**config.mk**
```make
export PLATFORM = sky130hd
export DESIGN_NAME = fwht_frame_engine
export DESIGN_NICKNAME = d
export VERILOG_FILES = /design/src/rtl/fwht_frame_engine.sv
export SDC_FILE = /design/constraint.sdc
export NUM_CORES = 1
export LEC_CHECK = 0
export BUFFER_PORTS_ARGS = -buffer_cell sky130_fd_sc_hd__buf_2
export CORE_MARGIN = 2
export CORE_UTILIZATION = 40
export CTS_CLUSTER_SIZE = 24
export DETAILED_ROUTE_END_ITERATION = 6
export PLACE_DENSITY = 0.62
export SLEW_MARGIN = 10
export SYNTH_ARGS = -nofsm -noshare
export SYNTH_HDL_FRONTEND = slang
export SYNTH_SLANG_ARGS = --single-unit
```
**constraint.sdc**
```tcl
create_clock -name clk -period 10 [get_ports clk]
set_clock_uncertainty 0.15 [all_clocks]
set_input_delay 0.5 -clock clk [delete_from_list [all_inputs] [get_ports clk]]
set_output_delay 0.5 -clock clk [all_outputs]
set_load 0.05 [all_outputs]
```
**src/rtl/fwht_frame_engine.sv**
```systemverilog
// Frame-based radix-2 Walsh-Hadamard engine: load SAMPLES samples, transform in place, stream out.
// Latency: first out_valid STAGES*SAMPLES/2+1 cycles after the cycle of the last input accept.
// Backpressure: out_ready stalls DRAIN with out_data held; in_ready is low outside LOAD (no frame overlap).
//
// Optional feature macro: FWHT_SCALE_EN
//   defined   -> every butterfly output is arithmetically shifted right by one (floor), giving X/SAMPLES
//   undefined -> full-growth unscaled results
//
// Ports:
//   clk, rst_n            clock (rising edge) and asynchronous active-low reset
//   in_valid/in_ready     sample handshake, in_data is a WIDTH-bit signed sample, frame order n=0..SAMPLES-1
//   out_valid/out_ready   result handshake, out_data is X[k] (OUT_W bits signed), natural order
//   out_last              marks k=SAMPLES-1
//   busy                  high while computing or draining
module fwht_frame_engine #(
  parameter int SAMPLES = 8,
  parameter int WIDTH   = 3
) (
  input  logic                                 clk,
  input  logic                                 rst_n,
  input  logic                                 in_valid,
  output logic                                 in_ready,
  input  logic [WIDTH-1:0]                     in_data,
  output logic                                 out_valid,
  input  logic                                 out_ready,
  output logic [WIDTH+$clog2(SAMPLES)-1:0]     out_data,
  output logic                                 out_last,
  output logic                                 busy
);

  localparam int STAGES = $clog2(SAMPLES);
  localparam int OUT_W  = WIDTH + STAGES;
  localparam int AW     = STAGES;

  localparam logic [AW-1:0] ONE_A      = AW'(1);
  localparam logic [AW-1:0] LAST_IDX   = AW'(SAMPLES - 1);
  localparam logic [AW-1:0] HALF_LAST  = AW'(SAMPLES / 2 - 1);
  localparam logic [AW-1:0] STAGE_LAST = AW'(STAGES - 1);

  typedef enum logic [1:0] {
    LOAD    = 2'd0,
    COMPUTE = 2'd1,
    DRAIN   = 2'd2
  } state_e;

  state_e state_q, state_d;
  // cnt_q is the sample index in LOAD, the butterfly index in COMPUTE and k in DRAIN
  logic [AW-1:0] cnt_q, cnt_d;
  logic [AW-1:0] stage_q, stage_d;

  logic signed [OUT_W-1:0] mem_q [SAMPLES];

  function automatic logic [AW-1:0] bitrev(input logic [AW-1:0] v);
    logic [AW-1:0] r;
    for (int i = 0; i < AW; i++) begin
      r[i] = v[AW-1-i];
    end
    return r;
  endfunction

  // Butterfly addressing: insert a zero at bit position 'stage' of the butterfly index
  // to get the upper leg i; the lower leg j has that bit set.
  logic [AW-1:0] span;
  logic [AW-1:0] idx_i;
  logic [AW-1:0] idx_j;
  logic signed [OUT_W-1:0] op_a, op_b, bf_sum, bf_dif, wr_i, wr_j;
  logic signed [OUT_W-1:0] in_sext;
  logic load_wr;

  always_comb begin
    span  = ONE_A << stage_q;
    idx_i = ((cnt_q >> stage_q) << (stage_q + ONE_A)) | (cnt_q & (span - ONE_A));
    idx_j = idx_i | span;
    op_a  = mem_q[idx_i];
    op_b  = mem_q[idx_j];
    // OUT_W bits hold the full growth of STAGES passes, so these never wrap
    bf_sum = op_a + op_b;
    bf_dif = op_a - op_b;
`ifdef FWHT_SCALE_EN
    wr_i = bf_sum >>> 1;
    wr_j = bf_dif >>> 1;
`else
    wr_i = bf_sum;
    wr_j = bf_dif;
`endif
  end

  assign in_sext = {{STAGES{in_data[WIDTH-1]}}, in_data};

  // Outputs are decoded from state; in_ready is also gated by rst_n so it is low while reset is held
  assign in_ready  = rst_n && (state_q == LOAD);
  assign out_valid = (state_q == DRAIN);
  assign out_last  = out_valid && (cnt_q == LAST_IDX);
  assign out_data  = out_valid ? mem_q[bitrev(cnt_q)] : '0;
  assign busy      = (state_q != LOAD);
  assign load_wr   = in_valid && in_ready;

  always_comb begin
    state_d = state_q;
    cnt_d   = cnt_q;
    stage_d = stage_q;
    unique case (state_q)
      LOAD: begin
        if (load_wr) begin
          cnt_d = cnt_q + ONE_A;  // wraps to 0 after the last sample
          if (cnt_q == LAST_IDX) begin
            state_d = COMPUTE;
          end
        end
      end
      COMPUTE: begin
        if (cnt_q == HALF_LAST) begin
          cnt_d = '0;
          if (stage_q == STAGE_LAST) begin
            stage_d = '0;
            state_d = DRAIN;
          end else begin
            stage_d = stage_q + ONE_A;
          end
        end else begin
          cnt_d = cnt_q + ONE_A;
        end
      end
      DRAIN: begin
        if (out_ready) begin
          cnt_d = cnt_q + ONE_A;
          if (cnt_q == LAST_IDX) begin
            state_d = LOAD;
          end
        end
      end
      default: begin
        state_d = LOAD;
        cnt_d   = '0;
        stage_d = '0;
      end
    endcase
  end

  always_ff @(posedge clk or negedge rst_n) begin
    if (!rst_n) begin
      state_q <= LOAD;
      cnt_q   <= '0;
      stage_q <= '0;
    end else begin
      state_q <= state_d;
      cnt_q   <= cnt_d;
      stage_q <= stage_d;
    end
  end

  // Sample buffer needs no reset: every entry is written during LOAD before it is read.
  // Samples land in bit-reversed slots so the in-place passes read out in natural order.
  always_ff @(posedge clk) begin
    if (load_wr) begin
      mem_q[bitrev(cnt_q)] <= in_sext;
    end else if (state_q == COMPUTE) begin
      mem_q[idx_i] <= wr_i;
      mem_q[idx_j] <= wr_j;
    end
  end

endmodule

```
# After elaboration in Yosys (flattened, before gate mapping)
# Memory sizes are Yosys's and may differ from the RTL's.
# Index checks and enable logic that the tools add are counted.
# Widths: inputs -> output; s select.
[word_totals] register_bits=8 mem_count=1 out_inout_bits=10 wordCells=60 ram_bits=48 inputBits=7
[mem_list] name="mem_q" depth=8 word_bits=6 read_ports=3 rd_ports_with_merged_regs=0 write_ports=2 line="51" rtl="logic signed [OUT_W-1:0] mem_q [SAMPLES];"
[classes] n_addsub=5 n_mux=23 reduce_logical=10 n_eq_ne=11 shifts=3 bitwise=4
[op_table] operator="$mux 3" n=6
[op_table] operator="$mux 2" n=6
[op_table] operator="$mux 6" n=2
[op_table] operator="$pmux 3 s3" n=1
[op_table] operator="$add 3x1->3 const B" n=2
[op_table] operator="$add 6x6->6" n=1
[op_table] operator="$eq 3x2->1 const B" n=2
[op_table] operator="$mux 1" n=6
[op_table] operator="$ne 2x1->1 const B" n=3
[op_table] operator="$ne 2x2->1 const B" n=3
[op_table] operator="$or 3x3->3" n=2
[op_table] operator="$pmux 2 s3" n=1
[op_table] operator="$pmux 3 s2" n=1
[op_table] operator="$reduce_and 6->1" n=1
[op_table] operator="$reduce_or 6->1" n=1
[op_table] operator="$sub 6x6->6" n=1
[op_table] operator="$reduce_and 2->1" n=2
[op_table] operator="$and 3x3->3" n=1
[op_table] operator="$eq 3x3->1 const B" n=1
[op_table] operator="$logic_and 1x1->1" n=3
[op_table] operator="$shl 1x3->3 const A" n=1
[op_table] operator="$shl 3x3->3" n=1
[op_table] operator="$shr 3x3->3" n=1
[op_table] operator="$sub 3x1->3 const B" n=1
[op_table] operator="6 further kinds" n=6

# Depth between registers and ports, before layout
# Gate-level depths: netlist of the first run.
# An unclocked memory read counts as a cell.
[logic_depth] word_depth=8 mapped_depth=22 mapped_depth_nobuf=20

# Least setup slack after synthesis of the first run
# No wires, ideal clock.
[synth_path] path_type="reg-to-reg" from="register stage_q[0]" to="memory mem_q[1][4] (netlist name), data pin" path_buffers=3 stages_incl_launch_ff=19 t_arrival_ns=4.009 synth_period_minus_slack_ns=4.437 required_ns=9.572 setup_time_ns=0.278 setup_slack_ns=5.563 cell_sequence="dfrtp_1 > buf_2 > inv_1 > ha_1 > nor3b_4 > a311o_1 > clkbuf_1 > clkbuf_1 > nand2_1 > a31oi_1 > nand2_1 > nand2_1 > inv_1 > fa_1 > o21bai_1 > a21oi_1 > xnor2_1 > a21oi_1 > mux2i_1"
[synth_rtl] item="start, declared" line="49" rtl="logic [AW-1:0] stage_q, stage_d;"
[synth_rtl] item="start signal, assigned" line="148" rtl="stage_q <= stage_d;"
[synth_rtl] item="end, declared" line="51"

==> out/metrics.yaml, run 1 <==
outcome: "finished, final reports clean"
relSlewSlack: 0.249
cap_violations: 0
synth.area.top_cells: "edfxtp_1, nand2_1, mux2i_1, mux4_2, ha_1"
worstSetupPathType: "reg -> reg"
syn_area_sq_um: 4640
insertion_delay_ps: 300
yosysMostFrequentCell: "nand2_1"
setup_violations: 0
diodes: 0
drive_gt1_frac: 0.117
critPathLaunchType: "flip-flop"
numPortBuffers: 16
initial_core_util: 0.408
worstMarginPinSlew_ps: 1120
first_pass_iters: 5
r2r-start: "stage_q[1]"
setup.worst_path.end: "mem_q[4][5]"
ios: 17
first_iter_violations: 523
clk_pin_slew_worst_paths_ps: 70
cts_buffer_depth: 2
synth_top_area_frac: 0.311
grt_max_degree: 29
grt_antenna_before_repair: 0
slew_violations: 0
worstSetupStartpoint: "stage_q[1]"
yosys_most_used_dff: "edfxtp_1"
worstPathRequired_ps: 9880
overflow: 0
fin_crit_sh: 0.548
top_layer: "met4"
area_delta_synth_final_pct: 7.25
tritoncts: "yes"
clockRootBuffer: "clkbuf_16"
fmax_mhz: 182
yosys_warnings: 0
clkSinkCount: 56
r2r_slack_ps: 4520
ys_ff_latch: 56
cts_inserted_buffers: 5
tns_ps: 0
gp_congestion: 0.916
synth-edff-count: 48
cts.htree.levels: 2
drt-total-wl_microns: 13500
first_global_vias: 3940
synth_async_sr_flop_share: 0.143
synth_cells: 512
synth_area_leader_cell: "edfxtp_1"
hpwl_microns: 8950
hold_viol_final: 0
ys_seq_area_frac: 0.354
hold_path.class: "in -> reg"
syn-num-nets: 539
wl_met3_microns: 1100
ys_types: 62
synth_common_cells: "nand2_1, edfxtp_1, nor2_1"
fp-row-count: 39
drcViolationCount: 0
rsz0062_at_grt: "no"
period_needed_ps: 5480
core_area_sq_um: 11400
arrival_ps: 5360
dr_wl_met2_microns: 6190
end_kind: "flip-flop"
fp.dieArea_sq_um: 12500
crit_fanout: 24
final_nets: 537
avgSynthCellArea_sq_um: 9.06
wl_met1_microns: 5820
track_usage: 0.219
die_h_microns: 112
vias: 4019
wl_per_cell_microns: 20.6
r2r_end: "mem_q[4][5]"
reg2reg_depth: 19
grt_pass1_wl_microns: 21300
avgViaCountPerCell: 6.15
detail-route-antenna-nets: 0
die_w_microns: 112
## worst min path at each step
stage | cells after the start | start | slack [ps] | end
6_report | 4 | out_ready | 370 | state_q[1]
5_1_grt | 4 | out_ready | 390 | state_q[1]
4_1_cts | 4 | out_ready | 370 | state_q[1]
3_5_place_dp | 1 | rst_n | 220 | stage_q[0]
3_3_place_gp | 1 | rst_n | 210 | stage_q[1]
2_1_floorplan | 0 | rst_n | 50 | cnt_q[0]
## layer usage
| layer | vias up | GRT usage |
|---|---|---|
| met3 | 33 | 0.0408 |
| met4 | 0 | 0.0733 |
| met1 | 1943 | 0.303 |
| met5 | - | 0 |
| met2 | 183 | 0.348 |
| li1 | 1860 | - |
## placed cells by master (no fill, tap or decap), types with 2 or more instances in the layout
cell | synthesis | final
a21oi_1 | 27 | 27
nor3_1 | 3 | 3
nand2b_1 | 6 | 6
nand2_1 | 102 | 102
and2_1 | 6 | 6
a21o_1 | 7 | 7
nor2_1 | 46 | 46
a311oi_1 | 4 | 4
edfxtp_1 | 48 | 48
and3_1 | 10 | 10
o21ai_0 | 11 | 11
dfrtp_1 | 8 | 8
o211ai_1 | 6 | 6
o22ai_1 | 3 | 3
xnor2_1 | 7 | 7
fa_1 | 2 | 2
o21ai_1 | 10 | 10
a2bb2oi_1 | 8 | 8
mux4_2 | 12 | 12
o21bai_1 | 2 | 2
a211o_1 | 2 | 2
xnor2_2 | 2 | 2
a31oi_1 | 13 | 13
ha_1 | 18 | 18
nor2b_1 | 3 | 3
buf_2 | 3 | 16
a211oi_1 | 9 | 9
a32oi_1 | 2 | 2
o31ai_2 | 0 | 2
mux2i_1 | 35 | 35
inv_1 | 20 | 20
buf_4 | 0 | 5
clkbuf_16 | 0 | 5
nand3_1 | 19 | 19
## registers in the layout (all words and copies together), names as in the netlist
name,flops
state_q,2
mem_q,48
stage_q,3
cnt_q,3
## worst max-delay path, stage by stage, from the launching register on
cell and delay (ps):
dfrtp_1 570, inv_1 140, ha_1 450, nor3b_4 110, a32oi_2 310, nand2_2 350, a21oi_1 840, and3_1 270
a31oi_1 40, nand2_1 110, nand2_1 130, ha_1 320, a21oi_1 160, nor2_1 50, nor2_1 160, nor2b_1 60
o21ai_0 280, a21oi_1 130, mux2i_2 420, a2bb2oi_1 140
## repair_timing
| item | CTS | global route |
|---|---|---|
| endpoints found under the setup margin | 0 | 0 |
| gates resized for setup | 0 | 0 |
| endpoints found under the hold margin | 8 | 0 |
| buffers inserted | 0 | 0 |
| hold buffers | 1 | 0 |
## through the flow
stage | cells | instance area (sq um) | setup slack, ps | utilization | hold slack (ps)
after CTS | 654 | 4980 | 4620 | 0.438 | 367
after global placement | 645 | 4820 | 4820 | 0.424 | 213
after detailed placement | 645 | 4820 | 4620 | 0.424 | 218
after global routing | 654 | 4980 | 4100 | 0.438 | 390
final | 654 | 4980 | 4520 | 0.438 | 373
after floorplan | 512 | 4640 | 5560 | - | 54.4
## kinds of logic (layout without fill, tap and decap cells)
| logic type | count (synthesis) | count (layout) | synth area share |
|---|---|---|---|
| AO/OA/AOI/OAI | 121 | 121 | 0.185 |
| multiplexers | 49 | 49 | 0.139 |
| adder cells (fa/ha/maj) | 20 | 20 | 0.0572 |
| buffers and inverters | 52 | 51 | 0.0445 |
| XOR/XNOR | 11 | 11 | 0.0256 |
| AND/OR/NAND/NOR | 203 | 203 | 0.195 |
| flip-flops | 56 | 56 | 0.354 |
## cell type report
cell class | instances | area (sq um)
Clock buffer | 5 | 125
Clock inverter | 3 | 22.5
Fill cell | 1133 | 6390
Inverter | 21 | 78.8
Multi-Input combinational cell | 404 | 2800
Sequential cell | 56 | 1640
Tap cell | 143 | 179
Timing Repair Buffer | 22 | 128
Power of run 1 is left out: the tool's default activity adds up to more than one toggle a clock period on the data nets, which glitch-free logic cannot reach.
==> run 2, diff against run 1 <==
==> constraint.sdc (replaced) <==
create_clock -name clk -period 5.1 [get_ports clk]
set_clock_uncertainty 0.15 [all_clocks]
set_input_delay 0.255 -clock clk [delete_from_list [all_inputs] [get_ports clk]]
set_output_delay 0.255 -clock clk [all_outputs]
set_load 0.05 [all_outputs]
==> run 2 against run 1 <==
First-iteration DRC count is 15% lower. Worst hold slack worse by 250 ps. Register-to-register slack worse by 4200 ps. Critical path depth is 3 lower. Sequential share of layout area is 0.74 points lower. Setup slack worse by 4200 ps. Non-clock buffer count is 13 higher. Global-route usage is 1.1 points higher. Flip-flop and latch count stayed put. Wire length is 5.7% higher. Via count is 2.1% higher. Critical path type unchanged. Utilization is 1.0 points higher.
==> out/metrics.yaml, run 2 (synthesis gave the netlist of run 1 again) <==
outcome: "finished, final reports clean"
first_global_vias: 4003  # +1.6%
grt_max_degree: 26  # -10%
worstPathRequired_ps: 4970  # -4910 ps
drcViolationCount: 0  # unchanged
hold_path.class: "in -> reg"
busiest_layer: "met2"
critPathSlowestCell: "dfrtp_1"
grt_pass1_wl_microns: 22300  # +4.8%
tritoncts: "yes"
numPortBuffers: 16  # unchanged
critical_path.cell_chain: "inv_1 -> ha_1 -> nor3b_4 -> a32oi_2 -> nand2_2 -> a21oi_1 -> buf_4 -> and3_1 -> a211oi_1 -> a31o_1 -> ha_1 -> inv_1 -> fa_1 -> xnor2_1 -> a21oi_1 -> mux2i_1"
largest_register_ffs: 48  # unchanged
cap_violations: 0  # unchanged
drive_gt1_frac: 0.139  # +0.0219
slowest_delay_ps: 570  # -270 ps
mostFrequentLayoutCell: "nand2_1"
setup_violations: 0  # unchanged
fin_crit_sh: 0.934  # +0.386
die_w_microns: 112  # unchanged
hpwl_microns: 10200  # +14%
crit_fanout: 14  # -42%
fp.dieArea_sq_um: 12500  # unchanged
area_delta_synth_final_pct: 9.71
cts_buffer_depth: 2  # unchanged
fp-row-count: 39  # unchanged
detail-route-antenna-nets: 0  # unchanged
worstMarginPinSlew_ps: 1110  # -11.7 ps
slew_violations: 0  # unchanged
period_needed_ps: 4770  # -717 ps
wl_per_cell_microns: 21.3  # +3.7%
top_regs: "mem_q x48, cnt_q x3, stage_q x3"
first_iter_violations: 446  # -15%
hold_viol_final: 0  # unchanged
timing.hold.ws_ps: 120  # -253 ps
overflow: 0  # unchanged
die_h_microns: 112  # unchanged
worstSetupPathType: "reg -> reg"
insertion_delay_ps: 300  # about the same
end_kind: "flip-flop"
final_nets: 550  # +2.4%
finish.utilization: 0.448  # +0.0100
grt.met2_usage: 0.371  # +0.0234
ios: 17  # unchanged
use_met3: 0.0354  # -0.00544
grt_antenna_before_repair: 0  # unchanged
first_pass_iters: 5  # unchanged
drt-total-wl_microns: 14200  # +5.7%
final_cells: 667  # +2.0%
cts_inserted_buffers: 5  # unchanged
use_met1: 0.310  # +0.00683
tns_ps: 0  # unchanged
relSlewSlack: 0.256  # +0.00782
initial_core_util: 0.408  # unchanged
fmax_mhz: 210  # +15%
arrival_ps: 4630  # -730 ps
place_inst: 658  # +2.0%
final_cell_mix: "nand2_1, edfxtp_1, nor2_1"
diodes: 0  # unchanged
vias: 4103  # +2.1%
core_area_sq_um: 11400  # unchanged
clkSinkCount: 56  # unchanged
rsz0062_at_grt: "no"
clk_pin_slew_worst_paths_ps: 80  # about the same
max_flop_register: "mem_q"
n_fill_cell: 1054  # -7.0%
avgViaCountPerCell: 6.15  # +0.10%
gp_congestion: 0.930  # +1.5%
cts.htree.levels: 2  # unchanged
critPathLaunchType: "flip-flop"
track_usage: 0.230  # +0.0109
clockRootBuffer: "clkbuf_16"
==> run 2: layout make-up <==
cell class / count / area, sq um / area share
well taps: 143 / 179 / 0.0351
clock inverters: 3 / 21.3 / 0.00418
repair buffers: 35 / 225 / 0.0442
flip-flops and latches: 56 / 1640 / 0.322
inverters: 21 / 78.8 / 0.0155
multi-input cells: 404 / 2820 / 0.554
clock buffers: 5 / 125 / 0.0246
==> run 2: what timing repair did <==
item,CTS,global route
hold endpoints to repair,8,0
endpoints found under the setup margin,0,16
gates resized for setup,0,4
hold buffers,1,0
setup buffers,0,0
==> run 2: metrics by stage <==
stage                     setup WS (ps)  instance area [sq um]
after floorplan                     663                   4640
after global placement              457                   4910
after detailed placement            281                   4910
after CTS                           269                   5060
after global routing               17.1                   5090
final                               335                   5090
==> run 2: worst max-delay path, delay by kind of cell (launching register included) <==
family / cells / cell delay (ps)
multiplexers: 1 / 160
buffers and inverters: 3 / 410
AND/OR/NAND/NOR: 3 / 800
AO/OA/AOI/OAI: 5 / 1180
adder cells (fa/ha/maj): 3 / 1050
XOR/XNOR: 1 / 150
flip-flops: 1 / 570
==> run 2: final timing paths <==
path	start	endpoint	slack, ps	cells past startpoint
worst max-delay path	stage_q[0]	mem_q[4][2]	330	16
worst min-delay path	out_ready	state_q[1]	120	4
worst max register to register	stage_q[0]	mem_q[4][2]	330	16
worst min register to register	state_q[1]	state_q[0]	590	1
max in group asynchronous	rst_n	stage_q[1]	4420	2
min in group asynchronous	rst_n	stage_q[0]	190	2
==> run 2: per-layer routing <==
metal,wire [microns],vias to the layer above
met5,0,-
met4,556,0
met3,1190,46
met2,6570,220
met1,5910,1951
li1,-,1886
Power of run 2 is left out for the same reason.
==> run 3, diff against run 2 <==
--- a/config.mk
+++ b/config.mk
@@ -10,6 +10,7 @@
 export CORE_UTILIZATION = 40
 export CTS_CLUSTER_SIZE = 24
 export DETAILED_ROUTE_END_ITERATION = 6
+export GPL_TIMING_DRIVEN = 0
 export PLACE_DENSITY = 0.62
 export SLEW_MARGIN = 10
 export SYNTH_ARGS = -nofsm -noshare
==> run 3 against run 2 <==
Worst hold slack better by 8.7 ps. Largest cell class unchanged. First-iteration DRC count grew 21%. Setup slack worse by 51 ps. Cell count increased by 3.3%. Register-to-register slack worse by 50 ps. Cell area up 2.2%. Non-clock buffer count rose by 22. Clock-buffer cell count stayed put. Wire length is 6.7% higher. Utilization increased by 1.0 points. Critical endpoint is now mem_q[4][5]. Via count grew 3.0%. Critical path depth increased by 4.
==> out/metrics.yaml, run 3 (synthesis gave the netlist of run 1 again) <==
outcome: "finished, final reports clean"
hold_viol_final: 0  # unchanged
setup_slack_ps: 284  # -50.9 ps
mostFrequentLayoutCell: "nand2_1"
clk_pin_slew_worst_paths_ps: 80  # about the same
detail-route-antenna-nets: 0  # unchanged
n_fill_cell: 1100  # +4.4%
multiInputGateArea_sq_um: 2840  # +0.84%
die_h_microns: 112  # unchanged
setup_violations: 0  # unchanged
grt_max_degree: 20  # -23%
top_regs: "mem_q x48, cnt_q x3, stage_q x3"
overflow: 0  # unchanged
crit_fanout: 10  # -4
hold_path.class: "in -> reg"
drive_gt1_frac: 0.159  # +0.0200
die_w_microns: 112  # unchanged
fp.dieArea_sq_um: 12500  # unchanged
avgViaCountPerCell: 6.13  # -0.29%
final_nets: 572  # +4.0%
relSlewSlack: 0.241  # -0.0149
rsz0062_at_grt: "no"
drcViolationCount: 0  # unchanged
cts.htree.levels: 2  # unchanged
busiest_layer: "met2"
area_delta_synth_final_pct: 12.2
place_area_sq_um: 4920  # +0.36%
regArea_sq_um: 1640  # unchanged
final_cell_mix: "nand2_1, edfxtp_1, nor2_1"
fp-row-count: 39  # unchanged
numPortBuffers: 16  # unchanged
use_met3: 0.0343  # -0.00109
worstPathRequired_ps: 4990  # +20 ps
max_flop_register: "mem_q"
ios: 17  # unchanged
critPathLaunchType: "flip-flop"
track_usage: 0.244  # +0.0137
grt.met2_usage: 0.378  # +0.00687
first_iter_violations: 540  # +21%
clockRootBuffer: "clkbuf_16"
vias: 4226  # +3.0%
grt_antenna_before_repair: 0  # unchanged
initial_core_util: 0.408  # unchanged
fmax_mhz: 208  # -1.1%
grt_pass1_wl_microns: 23100  # +3.8%
clkSinkCount: 56  # unchanged
final_cells: 689  # +3.3%
gp_congestion: 0.917  # -1.4%
place_inst: 673  # +2.3%
place_ws_ps: -429  # -710 ps
drt-total-wl_microns: 15200  # +6.7%
final_cell_area_sq_um: 5200  # +2.2%
first_global_vias: 4105  # +2.5%
arrival_ps: 4700  # +70 ps
cts_buffer_depth: 2  # unchanged
cap_violations: 0  # unchanged
period_needed_ps: 4820  # +50.9 ps
largest_register_ffs: 48  # unchanged
end_kind: "flip-flop"
fin_crit_sh: 0.944  # +0.00998
hpwl_microns: 10400  # +2.5%
worstMarginPinSlew_ps: 1130  # +22.2 ps
tritoncts: "yes"
insertion_delay_ps: 310  # about the same
first_pass_iters: 6  # +1
worstSetupPathType: "reg -> reg"
slew_violations: 0  # unchanged
tns_ps: 0  # unchanged
core_area_sq_um: 11400  # unchanged
diodes: 0  # unchanged
use_met1: 0.340  # +0.0298
wl_per_cell_microns: 22.0  # +3.3%
cts_inserted_buffers: 5  # unchanged
==> run 3: cell count changes in the layout (fill, tap and decap cells not counted), sizes merged <==
cell      change
clkinvlp      +1
clkinv        -1
buf           +2
clkbuf       +20
==> run 3: layer usage <==
layer / part of all wire / routed length [microns] / vias to the layer above
met3: 0.087 / 1330 / 39
met2: 0.45 / 6780 / 222
li1: - / - / 1924
met4: 0.036 / 553 / 0
met1: 0.43 / 6520 / 2041
met5: 0 / 0 / -
==> run 3: metrics by stage <==
| step | hold WS (ps) | utilization |
|---|---|---|
| after CTS | 126 | 0.448 |
| final | 128 | 0.458 |
| after global routing | 189 | 0.458 |
| after floorplan | -191 | - |
| after global placement | -31.4 | 0.431 |
| after detailed placement | -24.5 | 0.433 |
==> run 3: worst max-delay path, stage by stage, from the launching register on <==
cell and delay, ps:
dfrtp_1 400, buf_2 220, inv_1 100, ha_1 410
nor3b_4 370, a32o_2 320, buf_2 300, clkbuf_4 280
nor2_1 50, nor2_1 100, o211ai_1 100, o21ai_1 180
ha_1 330, inv_1 120, nor2_1 50, nor2_1 190
nor2b_1 80, o21ai_1 180, a21oi_1 130, mux2i_4 290
a2bb2oi_1 150
==> run 3: path summary, 6_finish.rpt <==
path	from	end	slack [ps]	depth (start not counted)
max reg2reg	stage_q[0]	mem_q[4][5]	280	20
max	stage_q[0]	mem_q[4][5]	280	20
max in group asynchronous	rst_n	cnt_q[2]	4420	2
min in group asynchronous	rst_n	stage_q[1]	190	2
min reg2reg	cnt_q[1]	cnt_q[1]	530	3
min	out_ready	state_q[1]	130	4
==> run 3: timing repair <==
item,4_1_cts,5_1_grt
hold buffers,1,0
resized for setup,9,22
buffers inserted,0,9
setup endpoints to repair,40,40
endpoints found under the hold margin,8,0
pin swaps,0,4
==> run 3: layout make-up <==
cell class	count	area share
inverters	21	0.0151
clock inverters	3	0.00481
clock buffers	5	0.0240
repair buffers	28	0.0332
flip-flops and latches	56	0.315
multi-input cells	404	0.546
well taps	143	0.0344
plain buffers	29	0.0267
Power of run 3 is left out for the same reason.
